--- src/rtl/wb_trace_monitor.sv ---
// Writeback trace monitor: cycle/retire counters, circular writeback log
// with indexed read-back, and stuck-PC halt detection.
module wb_trace_monitor #(
  parameter int DATA_W      = 32,
  parameter int REG_ADDR_W  = 5,
  parameter int DEPTH       = 16,
  parameter int CNT_W       = 32,
  parameter int HALT_CYCLES = 4
) (
  input  logic                     clk,
  input  logic                     rst,
  input  logic                     en,
  input  logic                     clear,
  input  logic                     wb_we,
  input  logic [REG_ADDR_W-1:0]    wb_dst,
  input  logic [DATA_W-1:0]        wb_data,
  input  logic [DATA_W-1:0]        pc_if,
  input  logic [$clog2(DEPTH)-1:0] rd_idx,
  output logic [REG_ADDR_W-1:0]    rd_dst,
  output logic [DATA_W-1:0]        rd_data,
  output logic                     rd_valid,
  output logic [$clog2(DEPTH):0]   entries,
  output logic [CNT_W-1:0]         cycle_cnt,
  output logic [CNT_W-1:0]         retire_cnt,
  output logic                     overflow,
  output logic                     halted,
  output logic [1:0]               state
);

  localparam int AW = $clog2(DEPTH);
  localparam int SW = $clog2(HALT_CYCLES);

  localparam logic [1:0] S_IDLE = 2'b00;
  localparam logic [1:0] S_RUN  = 2'b01;
  localparam logic [1:0] S_HALT = 2'b10;

  logic [REG_ADDR_W-1:0] buf_dst  [DEPTH];
  logic [DATA_W-1:0]     buf_data [DEPTH];

  logic [AW-1:0]     wr_ptr;
  logic [SW-1:0]     stuck;
  logic [DATA_W-1:0] last_pc;

  logic          active;
  logic          log_wr;
  logic          pc_same;
  logic          stuck_hit;
  logic          full;
  logic [AW-1:0] rd_addr;
  logic          rd_hit;

  assign active    = (state == S_RUN) && en;
  assign log_wr    = active && wb_we && (wb_dst != '0);
  assign pc_same   = (pc_if == last_pc);
  // Halt fires on the compare that brings the stuck count to HALT_CYCLES-1.
  assign stuck_hit = pc_same && (stuck == SW'(HALT_CYCLES - 2));
  assign full      = (entries == (AW + 1)'(DEPTH));
  assign rd_addr   = wr_ptr - AW'(1) - rd_idx;
  assign rd_hit    = ({1'b0, rd_idx} < entries);

  // Storage is never cleared; entries alone decides what is valid.
  always_ff @(posedge clk) begin
    if (log_wr && !rst && !clear) begin
      buf_dst[wr_ptr]  <= wb_dst;
      buf_data[wr_ptr] <= wb_data;
    end
  end

  always_ff @(posedge clk) begin
    if (rst || clear) begin
      state      <= S_IDLE;
      cycle_cnt  <= '0;
      retire_cnt <= '0;
      entries    <= '0;
      wr_ptr     <= '0;
      overflow   <= 1'b0;
      halted     <= 1'b0;
      stuck      <= '0;
      last_pc    <= '0;
    end else begin
      unique case (state)
        S_IDLE: if (en) state <= S_RUN;
        S_RUN: begin
          if (en) begin
            if (cycle_cnt != '1)
              cycle_cnt <= cycle_cnt + CNT_W'(1);
            if (pc_same)
              stuck <= stuck + SW'(1);
            else
              stuck <= '0;
            last_pc <= pc_if;
            if (stuck_hit) begin
              state  <= S_HALT;
              halted <= 1'b1;
            end
          end
        end
        default: ;
      endcase
      if (log_wr) begin
        wr_ptr <= wr_ptr + AW'(1);
        if (retire_cnt != '1)
          retire_cnt <= retire_cnt + CNT_W'(1);
        if (full)
          overflow <= 1'b1;
        else
          entries <= entries + (AW + 1)'(1);
      end
    end
  end

  // Read port samples pre-edge buffer state: no same-cycle bypass.
  always_ff @(posedge clk) begin
    if (rst || clear) begin
      rd_valid <= 1'b0;
      rd_dst   <= '0;
      rd_data  <= '0;
    end else begin
      rd_valid <= rd_hit;
      rd_dst   <= rd_hit ? buf_dst[rd_addr] : '0;
      rd_data  <= rd_hit ? buf_data[rd_addr] : '0;
    end
  end

endmodule
--- config.mk ---
export PLATFORM = sky130hd
export DESIGN_NAME = wb_trace_monitor
export DESIGN_NICKNAME = d
export VERILOG_FILES = /design/src/rtl/wb_trace_monitor.sv
export SDC_FILE = /design/constraint.sdc
export NUM_CORES = 1
export LEC_CHECK = 0
export CORE_MARGIN = 5
export CORE_UTILIZATION = 55
export DETAILED_ROUTE_END_ITERATION = 8
export DONT_BUFFER_PORTS = 1
export PLACE_DENSITY = 0.69
export SETUP_SLACK_MARGIN = 0.2
export SLEW_MARGIN = 30
export SYNTH_ARGS = -nofsm -noshare
export SYNTH_HDL_FRONTEND = slang
export SYNTH_SLANG_ARGS = --single-unit
--- constraint.sdc ---
create_clock -name clk -period 13.3 [get_ports clk]
set_input_delay 2.66 -clock clk [delete_from_list [all_inputs] [get_ports clk]]
set_output_delay 2.66 -clock clk [all_outputs]
set_load 0.02 [all_outputs]
* Word level (Yosys, flattened, before mapping)
Memory sizes are Yosys's and may differ from the RTL's. A register that Yosys moved wholly into a read port is not among the register bits. Index checks and enable logic that the tools add are counted.
Word-level totals: bits in registers 112, memory bits (writable) 592, input port bits 78, output and inout port bits 111, word-level logic and storage cells 58, memories kept 2
Memory list:
- buf_data | depth 16, bits a word 32, rd ports 1, clocked after Yosys merged registers in 1, wr ports 1, line 38 | logic [DATA_W-1:0] buf_data [DEPTH];
- buf_dst | depth 16, bits a word 5, rd ports 1, clocked after Yosys merged registers in 1, wr ports 1, line 37 | logic [REG_ADDR_W-1:0] buf_dst [DEPTH];
Operators by class: add/sub/neg operators 7, order comparisons 1, equality and inequality tests 9, multiplexer cells 7, bitwise logic cells 2, reduce and logical (&&, ||, !) cells 20
Operators with widths (number):
- 32-bit by 1-bit adder with 32-bit output (second input constant) | 2
- 32-bit != test (second input constant) | 2
- 32-bit == test | 1
- 2-bit 2-to-1 mux | 4
- 2-bit AND reduction | 4
- 1-bit logical AND | 6
- 2-bit != test (second input constant) | 3
- 3-bit AND reduction | 2
- 5-bit by 1-bit adder with 5-bit output (second input constant) | 1
- 5-bit == test (second input constant) | 1
- 4-bit by 5-bit < comparator with 1-bit output | 1
- 5-bit nonzero test | 1
- 4-bit by 1-bit adder with 4-bit output (second input constant) | 1
- 2-bit case mux with 2 select lines | 1
- 4-bit AND reduction | 1
- 4-bit by 1-bit subtractor with 4-bit output (second input constant) | 1
- 4-bit subtractor | 1
- 2-bit by 1-bit adder with 2-bit output (second input constant) | 1
- 2-bit by 1-bit == test with 1-bit output (second input constant) | 1
- 2-bit == test (second input constant) | 1
- 1-bit logical NOT | 2
- 2-bit logical NOT | 1
- 1-bit 2-to-1 mux | 2
- 1-bit inverter | 2
- 3 further kinds | 3

* Longest topological paths before layout
Gate-level depths: netlist of the first run.
depth in word-level cells 8, mapped depth 10, gate-level depth less buffers 8

* Worst setup path after synthesis of the first run
Ideal clock, no wire load.
path type input-to-reg, start in en, end mem buf_data[3][0], enable pin, setup time 0.477 ns, data arrival time 6.155 ns, data required time 12.823 ns, setup slack 6.668 ns, stages 7, path buffers 2, path through and3b_1 -> buf_4 -> o211ai_1 -> clkbuf_1 -> nor2_1 -> nand2_1 -> nor3_1
On the way: word-level cells in the longest chain between the ends 7
RTL lines:
- start: declaration | line 12 | input logic en,
- 1-bit logical AND | line 52 | assign active = (state == S_RUN) && en;
- 1-bit logical AND (2 in a row) | line 53 | assign log_wr = active && wb_we && (wb_dst != '0);
- 1-bit logical AND (2 in a row) | line 63 | if (log_wr && !rst && !clear) begin
- 1-bit 2-to-1 mux | line 63
- 1-bit 2-to-1 mux (implied by the code) | line 65 | buf_data[wr_ptr] <= wb_data;
- end: declaration | line 38
Every way passes these cells.

* Worst setup path after layout of the first run
start in rd_idx[0], end reg rd_data[13] (read register of buf_data)
On the way: word-level cells in the longest chain between the ends 3, elaborated cells on any way between the ends 4, those cells by class add/sub: 1; order compare: 1; bitwise: 1; reduce/logical: 1
RTL lines:
- start: declaration | line 18 | input logic [$clog2(DEPTH)-1:0] rd_idx,
- 4-bit by 5-bit < comparator with 1-bit output | line 59 | assign rd_hit = ({1'b0, rd_idx} < entries);
- 1-bit inverter (no line)
- 2-bit OR reduction (no line)
- end: declaration | line 20 | output logic [DATA_W-1:0] rd_data,
Parallel ways exist; a longest one is shown, timed or not. A chain may end at the register's enable or synchronous reset.

==> summary.txt, run 1 <==
Worst hold path
  • Hold Startpoint: last_pc[13]
  • Hold Path Class: flop to flop
  • Hold Path End: last_pc[13]
  • Cell depth of the worst min-delay path: 2

Pwr
  • PwrDens: 146 nW/um^2
  • Peak supply drop: 0.0000920 V
  • Leak: 10.1 nW
  • Internal power: 3.80 mW
  • Clk pwr share: 43.9%
  • Sequential Power Share: 53.1%
  • P_sw: 934 uW
  • Switching Share: 19.7%
  • Combinational share of power: 3.0%

Critical path
  • Worst Path Arrival: 5.66 ns
  • Worst EP required: 13.71 ns
  • Critical path capture point type: flop
  • FF-to-FF path depth: 8
  • Reg2reg end: rd_data[13]
  • Launching point of the worst reg2reg path: wr_ptr[0]
  • WS Path Type: primary input to flop
  • Startpoint types: primary input
  • Slack of the worst reg-to-reg path: 9.64 ns
  • Crit-path max FO: 61

Yosys
  • Fraction of registers with async set/reset: 0%
  • Synthesis Warnings: 0
  • Largest area contributor in the netlist: edfxtp_1
  • Register area share after synthesis: 71.1%
  • Synth area leaders: edfxtp_1 (61%), mux4_2 (11%), dfxtp_1 (10%)
  • Leading cell type by number of instances after synthesis: edfxtp_1
  • Post-synth EDFFs: 592
  • Synth Cell Area: 29,200 um^2
  • Top cells by count, synth: edfxtp_1 (592), dfxtp_1 (149), mux4_2 (148), nand2_1 (111), a211oi_1 (79)
  • Synthesized area per cell: 17.1 um^2
  • Mapped Nets: 1,800
  • Flop and latch count out of synthesis: 741
  • Yosys cell types: 67
  • Ys flop type: edfxtp_1
  • Post-synth top area share: 60.9%
  • Mapped Cells: 1,706

Cells and area
  • Fill cells: 3,729
  • Final std cells w/o fill: 2,470
  • Area delta synth->final: 11.4%
  • Share of post-route cells with drive strength above 1: 18.5%
  • Nets: 1,816
  • ANT cells: 0

STA
  • Tcrit/Tclk final: 39.5%
  • # setup viols final: 0
  • F_max: 191 MHz
  • Worst Tran Pin Value: 0.927 ns
  • Slack of the critical path: 8.05 ns
  • Hold_ws: 0.466 ns
  • Minimum clock period: 5.25 ns
  • Final TNS setup: 0 ns
  • Final hold vios: 0
  • Max Transition Viols Final: 0
  • Relative slew slack: 37.9%
  • Unrepaired setup endpoints after global routing: no
  • Worst Skew: 0.0284 ns

Placement
  • IO Port Bufs: 0
  • Placed instance count: 2,331
  • RePlAce Congestion: 0.846
  • Setup WS pre-CTS: 7.41 ns
  • Post-DP HPWL: 35,200 um

Route
  • Vias per cell: 6.21
  • Final wirelength: 62,600 um
  • Routed Antenna Nets: 0
  • Via Count: 15,341
  • First-pass detailed-route iteration total: 5
  • Residual DRC: 0
  • Routed wire per std cell: 25.4 um
  • 1st-iter DRT viols: 1,395

Job
  • Max_cap viols: 0

Global routing
  • Vias in the first global route: 15,773
  • Largest net degree at the start of global routing: 106
  • All-layer global routing usage: 21.8%
  • GRT Residual Overflow: 0
  • Initial antenna violation count: 0
  • First-pass GRT wire length: 95,100 um

Clock network
  • Clock Tree Buf Depth: 3
  • Root Driver: clkbuf_16
  • Worst skew pair latency: 0.61 ns
  • TritonCTS clock tree: yes
  • CTS sink cnt: 741
  • Post-cts resize count: 0
  • TritonCTS Buffers: 75
  • Clock Pin Slew Worst Setup and Hold Paths: 0.06 ns
  • H-Tree Depth: 3
  • Number of post-CTS setup repair buffers: 0
  • Hold Buf Count CTS: 0

Floorplan
  • IO Count: 189
  • Num rows: 84
  • Core area: 52,600 um^2
  • Die Y: 240 um
  • Die ar.: 57,800 um^2
  • Initial Util: 55.5%
  • Die X: 240 um

Status
  • Outcome: completed
[cells by family (layout without fill, tap and decap cells)]
group | count (synthesis) | count (layout) | share of synthesized area (%)
compound gates | 209 | 209 | 4.82
xor+xnor | 65 | 65 | 1.95
fa+ha+maj | 16 | 16 | 0.712
buf+inv | 110 | 186 | 1.67
flops | 741 | 741 | 71.1
mux | 185 | 185 | 12.7
simple gates | 380 | 380 | 7.01
[worst max-delay path by stage]
stage | slack (ns) | end | from
3_5_place_dp | 7.41 | rd_dst[3] | rd_idx[0]
6_report | 8.05 | rd_data[13] | rd_idx[0]
4_1_cts | 8.05 | rd_data[13] | rd_idx[0]
5_1_grt | 7.88 | rd_data[13] | rd_idx[0]
3_3_place_gp | 7.42 | rd_data[13] | rd_idx[0]
2_1_floorplan | 6.67 | buf_data[3][0] | en
[cell type report]
type | count | area, um^2 | share of cell area, %
flip-flops and latches | 741 | 20800 | 63.9
multi-input cells | 855 | 8100 | 24.9
clock buffers | 106 | 2110 | 6.48
well taps | 688 | 861 | 2.65
clock inverters | 31 | 335 | 1.03
repair buffers | 32 | 269 | 0.828
inverters | 17 | 63.8 | 0.196
[sequential cells by signal, summed over array words and instances, names as in the netlist, 2 cells and up]
register    count
buf_data      512
buf_dst        80
cycle_cnt      32
last_pc        32
rd_data        32
retire_cnt     32
entries         5
rd_dst          5
wr_ptr          4
state           2
stuck           2
[power groups by stage]
| stage | Sequential, mW | Combinational [mW] | Clock (mW) |
|---|---|---|---|
| finish | 2.51 | 0.143 | 2.08 |
| CTS | 2.51 | 0.145 | 2.12 |
| floorplan | 2.56 | 0.117 | 0 |
| detailed placement | 2.56 | 0.145 | 0 |
| global route | 2.51 | 0.156 | 2.22 |
| global placement | 2.56 | 0.143 | 0 |
[routing by layer]
layer,share of wire [%],global-route usage (%),routed length [um],up-vias
met1,39,28.0,24400,7931
met3,7.8,5.62,4910,98
met4,2.6,7.00,1630,0
li1,-,-,-,6831
met5,0,0,0,-
met2,51,36.9,31700,481
[through the flow]
step | total power, mW | util (%) | instance area [um^2]
after detailed placement | 2.71 | 57.1 | 30000
after global placement | 2.70 | 57.1 | 30000
final | 4.73 | 61.8 | 32500
after CTS | 4.78 | 61.8 | 32500
after global routing | 4.89 | 61.8 | 32500
after floorplan | 2.68 | - | 29200
[cell usage in the layout (no fill, tap or decap), drive strengths merged, types with 11 or more instances in the layout]
cell / netlist / final
xor2: 15 / 15
inv: 17 / 22
xnor2: 50 / 50
nand4: 41 / 41
nand3: 31 / 31
nor2b: 37 / 37
dfxtp: 149 / 149
ha: 15 / 15
and4: 11 / 11
nor4: 11 / 11
nor2: 61 / 61
mux4: 148 / 148
clkbuf: 46 / 107
nor3: 14 / 14
a21oi: 69 / 69
nand2: 111 / 111
or4: 16 / 16
mux2i: 37 / 37
edfxtp: 592 / 592
or3: 17 / 17
a211oi: 81 / 81
o21ai: 22 / 22
buf: 47 / 31
clkinv: 0 / 18
[critical path, cell delays in order]
cell and delay (ns):
inv_1 0.07, ha_4 0.14, inv_1 0.05, fa_4 1.00, buf_4 0.79, mux4_2 0.41, nor2b_1 0.14, a211oi_1 0.27
a211oi_1 0.10
Note: power is estimated with default switching activity, not from simulation.
==> run 2: changes to the inputs <==
Settings changed: PLACE_DENSITY 0.69 to 0.72.
Clock period 13.3 ns to 4.5 ns, I/O delays scaled along.
==> summary.txt, run 2 (synthesized netlist as in run 1, its figures left out) <==
STA
  • Worst Tran Pin Value: 1.01 ns
  • Worst Skew: 0.0163 ns
  • # setup viols final: 0
  • Max Transition Viols Final: 0
  • Unrepaired setup endpoints after global routing: no
  • Final TNS setup: 0 ns
  • Hold_ws: 0.383 ns
  • Relative slew slack: 32.9%
  • Tcrit/Tclk final: 72.7%
  • Slack of the critical path: 1.23 ns
  • F_max: 306 MHz
  • Final hold vios: 0
  • Minimum clock period: 3.27 ns

Route
  • Via Count: 15,427
  • Routed wire per std cell: 25.6 um
  • 1st-iter DRT viols: 1,250
  • Routed Antenna Nets: 0
  • Residual DRC: 0
  • First-pass detailed-route iteration total: 5
  • Final wirelength: 63,400 um
  • Vias per cell: 6.22

Placement
  • RePlAce Congestion: 0.813
  • Post-DP HPWL: 35,100 um
  • Setup WS pre-CTS: 0.806 ns
  • IO Port Bufs: 0

Critical path
  • Reg2reg end: rd_dst[2]
  • Critical path capture point type: flop
  • CP peak stage delay: 1.20 ns
  • CP dominant cell by count: a211oi_1
  • Cells along the critical path: ha_4 > inv_1 > fa_4 > buf_12 > mux4_2 > nor2b_1 > a211oi_1 > a211oi_1
  • CP delay by family, top: adder cells
  • Launching point of the worst reg2reg path: wr_ptr[0]
  • Worst Path Arrival: 3.72 ns
  • Critical path buffers and inverters: 2
  • Number of stages on the worst setup path: 8
  • Startpoint types: flop
  • WS Path Type: flop to flop
  • FF-to-FF path depth: 8
  • Slack of the worst reg-to-reg path: 1.23 ns
  • Worst setup path start: wr_ptr[0]
  • Slowest CP cell: fa_4
  • Crit-path max FO: 36
  • Crit path to: rd_dst[2]
  • Worst EP required: 4.95 ns

Clock network
  • Worst skew pair latency: 0.60 ns
  • TritonCTS clock tree: yes
  • Post-cts resize count: 0
  • Number of post-CTS setup repair buffers: 0
  • CTS sink cnt: 741
  • Clock Tree Buf Depth: 3
  • Root Driver: clkbuf_16
  • H-Tree Depth: 3
  • TritonCTS Buffers: 75
  • Hold Buf Count CTS: 0
  • Clock Pin Slew Worst Setup and Hold Paths: 0.06 ns

Pwr
  • P_sw: 2.80 mW
  • Peak supply drop: 0.000312 V
  • Switching Share: 20.3%
  • Leak: 10.1 nW
  • Total Power: 13.8 mW
  • Internal power: 11.0 mW
  • Clk pwr share: 42.9%
  • Combinational share of power: 3.2%
  • PwrDens: 423 nW/um^2
  • Sequential Power Share: 53.9%

Cells and area
  • Nets: 1,822
  • Largest register FFs: 512
  • Most frequent cells in the layout: edfxtp_1 (592), dfxtp_1 (149), mux4_2 (148)
  • Share of post-route cells with drive strength above 1: 18.7%
  • Top reg by flops: buf_data
  • Fill cells: 3,654
  • Commonest non-fill, non-tap cell in the layout: edfxtp_1
  • Area delta synth->final: 11.6%
  • Largest regs: buf_data x512, buf_dst x80

Status
  • Outcome: completed

Floorplan
  • Die X: 240 um
  • Die Y: 240 um
  • Initial Util: 55.5%
  • Core area: 52,600 um^2
  • Die ar.: 57,800 um^2
  • Num rows: 84
  • IO Count: 189

Global routing
  • Vias in the first global route: 16,012
  • Initial antenna violation count: 0
  • GRT Residual Overflow: 0
  • All-layer global routing usage: 22.3%
  • First-pass GRT wire length: 97,700 um
  • Largest net degree at the start of global routing: 75

Job
  • Max_cap viols: 0

Worst hold path
  • Hold Path Class: primary input to flop
  • Cell depth of the worst min-delay path: 0
==> run 2: cell types whose count changed in the layout (fill, tap and decap cells not counted), sizes merged <==
cell	change
clkinv	+9
buf	+7
bufinv	-4
clkbuf	-2
clkinvlp	-2
diode	+1
==> run 2: power groups by stage <==
| stage | Combinational [mW] | Sequential (mW) | Clock, mW |
|---|---|---|---|
| detailed placement | 0.453 | 7.57 | 0 |
| floorplan | 0.346 | 7.56 | 0 |
| global route | 0.487 | 7.42 | 6.33 |
| CTS | 0.456 | 7.42 | 6.02 |
| finish | 0.448 | 7.42 | 5.91 |
| global placement | 0.446 | 7.57 | 0 |
==> run 2: worst min path at each step <==
stage / end / slack [ns] / from
after floorplan: stuck[0] / 0.44 / stuck[0]
after global placement: last_pc[3] / 0.45 / last_pc[3]
after detailed placement: last_pc[13] / 0.46 / last_pc[13]
after CTS: buf_data[13][28] / 0.35 / wb_data[28]
after global routing: buf_data[4][15] / 0.35 / wb_data[15]
final: buf_data[10][20] / 0.38 / wb_data[20]
==> run 2: cell type report <==
cell class / instances / area [um^2] / area share, %
Sequential cell: 741 / 20800 / 63.7
Timing Repair Buffer: 38 / 435 / 1.34
Clock inverter: 34 / 251 / 0.772
Inverter: 17 / 63.8 / 0.196
Tap cell: 688 / 861 / 2.64
Clock buffer: 105 / 2080 / 6.39
Multi-Input combinational cell: 855 / 8120 / 24.9
Antenna cell: 1 / 2.50 / 0.00768
==> run 2: per-layer routing <==
metal | track usage (%) | vias up | wire, um
li1 | - | 6846 | -
met1 | 28.8 | 7964 | 24600
met2 | 37.8 | 522 | 32200
met3 | 5.54 | 95 | 4950
met4 | 6.71 | 0 | 1580
met5 | 0 | - | 0
==> run 2: metrics by stage <==
stage	cell area (um^2)	instances	utilization (%)
2_1_floorplan	29200	1706	-
3_3_place_gp	30200	2339	57.6
3_5_place_dp	30200	2339	57.6
4_1_cts	32600	2478	62.0
5_1_grt	32600	2478	62.0
6_report	32600	2479	62.0
==> variant (flow settings as in run 2) <==
Register the output `retire_cnt` once more; this adds one clock of latency there. The other outputs are not delayed to match.
--- a/src/rtl/wb_trace_monitor.sv
+++ b/src/rtl/wb_trace_monitor.sv
@@ -35,2 +35,4 @@
   localparam logic [1:0] S_HALT = 2'b10;
+
+  logic [CNT_W-1:0] retire_cnt_s0;
 
@@ -72,3 +74,3 @@
       cycle_cnt  <= '0;
-      retire_cnt <= '0;
+      retire_cnt_s0 <= '0;
       entries    <= '0;
@@ -101,4 +103,4 @@
         wr_ptr <= wr_ptr + AW'(1);
-        if (retire_cnt != '1)
-          retire_cnt <= retire_cnt + CNT_W'(1);
+        if (retire_cnt_s0 != '1)
+          retire_cnt_s0 <= retire_cnt_s0 + CNT_W'(1);
         if (full)
@@ -124,2 +126,6 @@
 
+  always_ff @(posedge clk) begin
+    retire_cnt <= retire_cnt_s0;
+  end
+
 endmodule
Formal check against the unedited RTL: not equivalent (a bounded check fails within 4 cycles, from zero or initial values).
==> variant against run 2 <==
Routed wire length is essentially flat; area after synthesis grew 1.8%; core utilization is essentially flat; total power grew 4.3%; worst setup slack gained 0.054 ns; via count grew 0.60%; sequential cell count grew 32; critical path depth is the same; design area grew 2.1%.
==> variant: results <==
metrics = {
    "yosys": {
        "synthTopCellsByCount": "edfxtp_1 (592), dfxtp_1 (181), mux4_2 (148)",
        "syn_nets": 1822,
        "postSynthCellCount": 1728,
        "synthMuxAreaShare_pct": 12.5,
        "synth.area.top_cells": "edfxtp_1 (60%), dfxtp_1 (12%), mux4_2 (11%), a211oi_1 (1.9%), a21oi_1 (1.4%)",
    },
    "outcome": {
        "outcome": "finished, final reports clean",
    },
    "global_routing": {
        "grt_pass1_wl_mm": 97.3,
        "met1_usage_pct": 27.7,
    },
    "layout": {
        "final.clkbuf_count": 116,
        "clkCellAreaFrac_pct": 7.46,
        "nMultiInputCombCells": 837,
        "antennaDiodeCount": 0,
        "fill_cells": 3765,
        "multi_input_area_sq_um": 7930,
        "inv_count": 24,
        "utilization_pct": 62.0,
        "multi_input_area_share_pct": 23.8,
    },
    "power_and_ir_drop": {
        "p_comb_uw": 431,
        "vdd_drop_max_uv": 313,
    },
    "clock_tree": {
        "clk_latency_ns": 0.62,
    },
    "placed_design": {
        "place.gp.congestion": 0.802,
        "dp_hpwl_mm": 35.8,
    },
    "routing": {
        "met2WireLength_mm": 32.8,
    },
    "critical_path": {
        "regToRegEndpoint": "rd_data[16]",
        "worst_ep_arrival_time_ns": 3.68,
    },
    "sta": {
        "skew_ns": 0.0201,
    },
}
[variant: cell count changes in the layout (fill, tap and decap cells not counted), moves of 9 or more]
cell,delta
a21oi_1,+14
dfxtp_1,+32
nand4_1,-12
nor2_1,-12
o21ai_0,+11
or3_1,+24
xor2_1,-9
[variant: worst min path at each step]
| stage | to | slack [ns] | depth (start not counted) |
|---|---|---|---|
| 2_1_floorplan | retire_cnt[7] | 0.35 | 0 |
| 3_3_place_gp | retire_cnt[7] | 0.36 | 0 |
| 3_5_place_dp | retire_cnt[7] | 0.37 | 0 |
| 4_1_cts | buf_data[14][25] | 0.34 | 0 |
| 5_1_grt | buf_dst[12][3] | 0.35 | 0 |
| 6_report | buf_dst[1][0] | 0.37 | 0 |
[variant: worst max-delay path: stages (launching register included)]
cell	delay (ns)
dfxtp_1	0.49
ha_4	0.18
inv_1	0.05
fa_4	0.98
buf_12	0.41
mux4_2	0.36
nor2b_1	0.14
a211oi_1	0.29
a211oi_1	0.10
